<file path="config.mk">
export PLATFORM = sky130hd
export DESIGN_NAME = imem_loader
export DESIGN_NICKNAME = d
export VERILOG_FILES = /design/src/rtl/imem_loader.sv
export SDC_FILE = /design/constraint.sdc
export NUM_CORES = 1
export LEC_CHECK = 0
export ABC_AREA = 0
export BUFFER_PORTS_ARGS = -buffer_cell sky130_fd_sc_hd__buf_4
export CORE_MARGIN = 10
export CORE_UTILIZATION = 63
export CTS_BUF_LIST = sky130_fd_sc_hd__clkbuf_16
export CTS_CLUSTER_SIZE = 14
export DETAILED_ROUTE_END_ITERATION = 16
export GPL_ROUTABILITY_DRIVEN = 0
export PLACE_DENSITY = 0.87
export RECOVER_POWER = 25
export SYNTH_ARGS = -nofsm -noshare
export SYNTH_HDL_FRONTEND = slang
export SYNTH_SLANG_ARGS = --single-unit
</file>
<file path="constraint.sdc">
create_clock -name clk -period 5.3 [get_ports clk]
set_input_delay 1.06 -clock clk [delete_from_list [all_inputs] [get_ports clk]]
set_output_delay 1.06 -clock clk [all_outputs]
set_load 0.03 [all_outputs]
</file>
<file path="src/rtl/imem_loader.sv">
// Framed byte-stream loader for the instruction RAM: packs little-endian bytes
// into words, writes them from word 0 and releases the core on a good checksum.
module imem_loader #(
   parameter int unsigned ADDR_WIDTH = 8
) (
   input  logic                  clk,
   input  logic                  rstn,
   input  logic                  in_valid,
   input  logic [7:0]            in_data,
   output logic                  in_ready,
   input  logic                  load_req,
   output logic                  imem_we,
   output logic [ADDR_WIDTH-1:0] imem_addr,
   output logic [31:0]           imem_wdata,
   output logic                  cpu_hold,
   output logic                  done,
   output logic [1:0]            err
);

   localparam int unsigned LEN_W = 16;
   localparam int unsigned DEPTH = 32'd1 << ADDR_WIDTH;
   localparam logic [1:0]  ERR_NONE = 2'b00;
   localparam logic [1:0]  ERR_LEN  = 2'b01;
   localparam logic [1:0]  ERR_CSUM = 2'b10;

   typedef enum logic [2:0] {
      S_LEN0,
      S_LEN1,
      S_DATA,
      S_CSUM,
      S_DONE,
      S_ERR
   } state_t;

   state_t                r_state;
   logic [LEN_W-1:0]      r_len;
   logic [LEN_W-1:0]      r_widx;
   logic [1:0]            r_bidx;
   logic [7:0]            r_sum;
   logic [23:0]           r_asm;
   logic                  r_we;
   logic [ADDR_WIDTH-1:0] r_addr;
   logic [31:0]           r_wdata;
   logic                  r_hold;
   logic                  r_done;
   logic [1:0]            r_err;

   state_t                w_state_nxt;
   logic [LEN_W-1:0]      w_len_nxt;
   logic [LEN_W-1:0]      w_len_full;
   logic [LEN_W-1:0]      w_widx_nxt;
   logic [1:0]            w_bidx_nxt;
   logic [7:0]            w_sum_nxt;
   logic [23:0]           w_asm_nxt;
   logic                  w_we_nxt;
   logic [ADDR_WIDTH-1:0] w_addr_nxt;
   logic [31:0]           w_wdata_nxt;
   logic                  w_hold_nxt;
   logic                  w_done_nxt;
   logic [1:0]            w_err_nxt;
   logic                  w_ready_st;
   logic                  w_xfer;

   // in_ready is gated by rstn so it reads 0 during reset and 1 right after release
   assign in_ready   = rstn & w_ready_st;
   assign w_xfer     = in_valid & in_ready;
   assign w_len_full = {in_data, r_len[7:0]};

   assign imem_we    = r_we;
   assign imem_addr  = r_addr;
   assign imem_wdata = r_wdata;
   assign cpu_hold   = r_hold;
   assign done       = r_done;
   assign err        = r_err;

   // State register and datapath registers
   always_ff @(posedge clk or negedge rstn) begin
      if (!rstn) begin
         r_state <= S_LEN0;
         r_len   <= '0;
         r_widx  <= '0;
         r_bidx  <= '0;
         r_sum   <= '0;
         r_asm   <= '0;
         r_we    <= 1'b0;
         r_addr  <= '0;
         r_wdata <= '0;
         r_hold  <= 1'b1;
         r_done  <= 1'b0;
         r_err   <= ERR_NONE;
      end else begin
         r_state <= w_state_nxt;
         r_len   <= w_len_nxt;
         r_widx  <= w_widx_nxt;
         r_bidx  <= w_bidx_nxt;
         r_sum   <= w_sum_nxt;
         r_asm   <= w_asm_nxt;
         r_we    <= w_we_nxt;
         r_addr  <= w_addr_nxt;
         r_wdata <= w_wdata_nxt;
         r_hold  <= w_hold_nxt;
         r_done  <= w_done_nxt;
         r_err   <= w_err_nxt;
      end
   end

   // Next-state and next-register logic
   always_comb begin
      w_state_nxt = r_state;
      w_len_nxt   = r_len;
      w_widx_nxt  = r_widx;
      w_bidx_nxt  = r_bidx;
      w_sum_nxt   = r_sum;
      w_asm_nxt   = r_asm;
      w_we_nxt    = 1'b0;
      w_addr_nxt  = r_addr;
      w_wdata_nxt = r_wdata;
      w_hold_nxt  = r_hold;
      w_done_nxt  = r_done;
      w_err_nxt   = r_err;
      w_ready_st  = 1'b0;

      unique case (r_state)
         S_LEN0: begin
            w_ready_st = 1'b1;
            if (w_xfer) begin
               w_len_nxt   = {r_len[15:8], in_data};
               w_state_nxt = S_LEN1;
            end
         end
         S_LEN1: begin
            w_ready_st = 1'b1;
            if (w_xfer) begin
               w_len_nxt  = w_len_full;
               w_widx_nxt = '0;
               w_bidx_nxt = '0;
               w_sum_nxt  = '0;
               if (32'(w_len_full) > DEPTH) begin
                  w_state_nxt = S_ERR;
                  w_err_nxt   = ERR_LEN;
               end else if (w_len_full == '0) begin
                  w_state_nxt = S_CSUM;
               end else begin
                  w_state_nxt = S_DATA;
               end
            end
         end
         S_DATA: begin
            w_ready_st = 1'b1;
            if (w_xfer) begin
               w_sum_nxt  = r_sum + in_data;
               w_asm_nxt  = {in_data, r_asm[23:8]};
               w_bidx_nxt = r_bidx + 2'd1;
               // Fourth byte completes the word; the index wraps after a full-depth frame
               if (r_bidx == 2'd3) begin
                  w_we_nxt    = 1'b1;
                  w_addr_nxt  = r_widx[ADDR_WIDTH-1:0];
                  w_wdata_nxt = {in_data, r_asm};
                  w_widx_nxt  = r_widx + 16'd1;
                  if (r_widx == r_len - 16'd1) begin
                     w_state_nxt = S_CSUM;
                  end
               end
            end
         end
         S_CSUM: begin
            w_ready_st = 1'b1;
            if (w_xfer) begin
               if (in_data == r_sum) begin
                  w_state_nxt = S_DONE;
                  w_done_nxt  = 1'b1;
                  w_hold_nxt  = 1'b0;
               end else begin
                  w_state_nxt = S_ERR;
                  w_err_nxt   = ERR_CSUM;
               end
            end
         end
         S_DONE, S_ERR: begin
            if (load_req) begin
               w_state_nxt = S_LEN0;
               w_hold_nxt  = 1'b1;
               w_done_nxt  = 1'b0;
               w_err_nxt   = ERR_NONE;
            end
         end
         default: begin
            w_state_nxt = S_LEN0;
         end
      endcase
   end

endmodule

</file>
# Yosys cells after proc, flatten, opt, wreduce, memory -nomap -nowiden

Cells that the tools add are included.

Bits in registers: 114
Bits of input ports: 12
Output and inout port bits: 46
Word-level logic and storage cells: 98

$add $sub $neg: 4
Order comparisons: 1
Equality and inequality tests: 18
Multiplexer cells: 42
Bitwise operators: 4
Reductions and logical operators: 16

Operator list:

| kind                                                 | number |
|---|---|
| 2-to-1 mux 16 bit                                    | 4 |
| case mux 16 bit (2 select lines)                     | 2 |
| 2-to-1 mux 3 bit                                     | 8 |
| 2-to-1 mux 8 bit                                     | 3 |
| inequality test 2 bit (second input constant)        | 10 |
| adder 16 x 1 -> 16 bit (second input constant)       | 1 |
| equality test 16 bit                                 | 1 |
| > comparator 16 x 9 -> 1 bit (second input constant) | 1 |
| logical NOT 16 bit                                   | 1 |
| case mux 8 bit (2 select lines)                      | 1 |
| subtractor 16 x 1 -> 16 bit (second input constant)  | 1 |
| case mux 3 bit (5 select lines)                      | 1 |
| 2-to-1 mux 2 bit                                     | 7 |
| 2-to-1 mux 1 bit                                     | 12 |
| AND reduction 3 bit                                  | 4 |
| adder 8 bit                                          | 1 |
| equality test 8 bit                                  | 1 |
| AND reduction 4 bit                                  | 2 |
| AND reduction 7 bit                                  | 1 |
| equality test 3 x 2 -> 1 bit (second input constant) | 2 |
| equality test 3 bit (second input constant)          | 2 |
| case mux 2 bit (3 select lines)                      | 1 |
| AND reduction 6 bit                                  | 1 |
| case mux 1 bit (2 select lines)                      | 2 |
| other kinds (12)                                     | 15 |

# Longest topological paths before layout

Depth after elaboration: 7
Gate-level depth with buffers: 10
Depth with buffers taken out: 9

# Least setup slack after synthesis

OpenSTA, ideal clock, no wires.

Kind: input port to flip-flop
From: input in_data[1]
To: register r_sum[7]
Setup time: 124 ps
Arrival time: 2,657 ps
Slack: 2,519 ps
Stages on the path: 8
Path buffers: 0
Path through: ha_1 a21o_1 a21oi_1 o21ai_0 o41ai_1 xor2_1 and3_1 a211o_1

Longest elaborated chain between the ends: 3

Ends and longest elaborated chain:

| what                            | RTL line | source |
|---|---|---|
| start: declaration              | 9        | `input logic [7:0] in_data,` |
| adder 8 bit                     | 151      | `w_sum_nxt = r_sum + in_data;` |
| 2-to-1 mux 8 bit                | 150      | `if (w_xfer) begin` |
| case mux 8 bit (2 select lines) | 123      | `unique case (r_state)` |
| end signal: assignment          | 96       | `r_sum <= w_sum_nxt;` |
| end: declaration                | 39       | `logic [7:0] r_sum;` |

Every way passes these cells. The select of a mux whose other input is x is not followed.
A chain may end at the register's enable or synchronous reset.

# Worst setup path in the final report

From: register r_len[0]
To: register r_state[0]

Longest elaborated chain between the ends: 5
Elaborated cells between the ends (all ways): 10

Ends and longest elaborated chain:

| what                                                                                | RTL line | source |
|---|---|---|
| start: declaration                                                                  | 36       | `logic [LEN_W-1:0] r_len;` |
| start signal: assignment                                                            | 93       | `r_len <= w_len_nxt;` |
| parallel branches: the longest is 5 deep, another holds subtractor 16 x 1 -> 16 bit | -        |  |
| end signal: assignment                                                              | 92       | `r_state <= w_state_nxt;` |
| end: declaration                                                                    | 35       | `state_t r_state;` |

Several ways; the timed one is not identified. The select of a mux whose other input is x is not followed.

==> flow_summary.ini <==
[final_layout]
drive_gt1_share_pct = 21.4
regArea_um2 = 2850
num-fill-cells = 554
n_antenna_cell = 0
layout.nets = 605
area_growth_pct = 16.3
multi_input_area_um2 = 2540
final_area_um2 = 6440

[power]
switching_share_pct = 33.5
ir_drop_mv = 0.302
combPwrFrac_pct = 19.5
p_clk_share_pct = 39.0
switchingPower_w = 0.000905
intPower_w = 0.00180
pwr_density_cell_nw_per_um2 = 419
leakagePower_nw = 3.10
seqPwrFrac_pct = 41.5

[floorplanning]
boundaryPins = 58
die_w_um = 114
row_count = 34
die_y_um = 114
start_util_pct = 64.1
core_um2 = 8640
dieArea_um2 = 12900

[yosys]
synth-edff-count = 0
yosys-top-cells-area = dfrtp_1 (51%), mux2_2 (11%), nand2_1 (7.5%)
syn-num-nets = 556
synth_warnings = 0
avgSynthCellArea_um2 = 10.4
yosys.area.top_type = dfrtp_1
netlist_instances = 532
synth_most_common_cell = dfrtp_1
synthArstFlopShare_pct = 100
ys_top_cells_by_count = dfrtp_1 (113), nand2_1 (111), mux2_2 (54)
synthDistinctLibCells = 57
netlist_area_um2 = 5540
synth-main-ff-cell = dfrtp_1
synth_seq_cells = 114
yosysSeqAreaShare_pct = 51.5
yosysTopAreaCellShare_pct = 51.1

[place]
dpl_cell_area_um2 = 6010
dp.final_hpwl_um = 8420
io_buffers = 57

[global_route]
grt_pass1_wl_um = 22900
grt.total_usage_pct = 21.8
grt_pass1_vias = 4484
antenna_found_initial = 0
grt_overflow = 0
grt_max_degree = 78

[setup_path]
cpMaxStageDelayCell = nor3b_2
critical_path.top_delay_family = simple AND/OR/NAND/NOR gates
crit_type = reg -> reg
path_depth = 9
arrival_ns = 3.79
r2r_end = r_state[0]
crit_fanout = 12
cp-start-kind = flip-flop
max_stage_delay_ns = 0.73
cp-end-kind = flip-flop
r2r_slack_ns = 1.83
cp.required_ns = 5.63
rr_worst_depth = 9
crit_chain = inv_1, ha_1, nor3b_2, nand2_1, a2111oi_0, and4b_1, o2111ai_1, or4_1, a31oi_1
critPathBufInv = 1
worstReg2RegStart = r_len[0]

[sta]
period_minus_slack_ns = 3.47
period_share_pct = 65.4
setup_viol = 0
hold_viol = 0
tightest_slew_ns = 1.02
rsz0062_at_grt = no
clock_skew_ns = 0.00833
fin_setup_tns_ns = 0
fmax_mhz = 289
slew_headroom_pct = 31.7
finalMaxSlewViolations = 0

[routing]
route.detailed.drc = 0
wl_per_cell_um = 19.7
ant_nets = 0
vias = 4361
first_iter_violations = 346
viasPerCell = 6.21
drt_pass1_iterations = 5
wirelength_um = 13800

[cts]
cts_repair_resize_count = 0
cts_tree = yes
cts_hold_buffers = 0
clockBufferDepth = 2
root_buffer = clkbuf_16
worstSkewPairLatency_ns = 0.41
numCtsBuffers = 17
cts_sinks = 114
clkTransAtPathRegs_ns = 0.06
h-tree-depth = 4
post_cts_buffers = 0

[hold_path]
min_path_cells = 2
min_to = r_asm[0]
hp-start = r_asm[0]
worstHoldPathType = reg -> reg

[outcome]
status = finished clean

[flow_run]
drv_cap = 0
layout make-up:
class,count,share of cell area [%]
multi-input cells,380,39.4
well taps,108,2.10
inverters,7,0.408
flip-flops and latches,114,44.3
repair buffers,61,5.30
clock inverters,15,1.92
clock buffers,17,6.60
state kept, by name, indices dropped and copies added (netlist names):
signal	count
done	1
r_widx	16
r_bidx	2
imem_we	1
r_state	3
imem_wdata	32
r_len	16
r_sum	8
err	2
cpu_hold	1
r_asm	24
imem_addr	8
layout by cell type, fill, tap and decap left out, types with 7 or more instances in the layout:
cell	instances
nand3_1	10
xnor2_1	21
clkbuf_16	17
nand2_1	110
nor2_1	35
dfrtp_1	113
ha_1	11
a21oi_1	14
o21ai_0	23
buf_4	30
clkbuf_1	31
xor2_1	18
inv_1	7
mux2_2	54
worst max path at each step:
stage                        end        from  slack (ns)
floorplan               r_sum[7]  in_data[1]        2.52
global placement    imem_addr[1]        rstn        1.78
detailed placement    r_widx[15]        rstn        1.66
CTS                   r_state[0]    r_len[0]        1.93
global route          r_state[0]    r_len[0]        1.66
finish                r_state[0]    r_len[0]        1.83
tightest hold or removal path: stages, from the launching register on:
cell     delay (ns)
dfrtp_1        0.34
nand2_1        0.05
nand2_1        0.06
layer usage:
metal	GRT usage, %	part of all wire, %
met1	26.2	39
met2	36.2	51
met3	5.93	7.6
met4	9.31	2.4
met5	0	0
stage by stage:
stage / setup slack, ns / hold slack, ns / total power, W / utilization, % / std cells
after floorplan: 2.52 / 0.442 / 0.00150 / - / 532
after global placement: 1.78 / 0.459 / 0.00160 / 69.6 / 670
after detailed placement: 1.66 / 0.471 / 0.00163 / 69.6 / 670
after CTS: 1.93 / 0.486 / 0.00270 / 75.9 / 702
after global routing: 1.66 / 0.509 / 0.00282 / 74.6 / 702
final: 1.83 / 0.485 / 0.00270 / 74.6 / 702
cell families (layout without fill, tap and decap cells):
family | count (synthesis) | count (layout) | share of synthesized area [%]
adder cells (fa/ha/maj) | 12 | 12 | 2.85
AO/OA/AOI/OAI | 65 | 65 | 7.28
flip-flops | 114 | 114 | 51.5
XOR/XNOR | 39 | 39 | 6.17
buffers and inverters | 38 | 100 | 2.80
AND/OR/NAND/NOR | 208 | 208 | 18.0
multiplexers | 56 | 56 | 11.3
power by group through the flow:
stage / logic (W) / clock network, W / registers, W
after floorplan: 0.000434 / 0 / 0.00106
after global placement: 0.000483 / 0 / 0.00112
after detailed placement: 0.000505 / 0 / 0.00112
after CTS: 0.000526 / 0.00106 / 0.00112
after global routing: 0.000581 / 0.00110 / 0.00113
final: 0.000527 / 0.00105 / 0.00112
No activity file was read; power rests on OpenSTA's default activity.
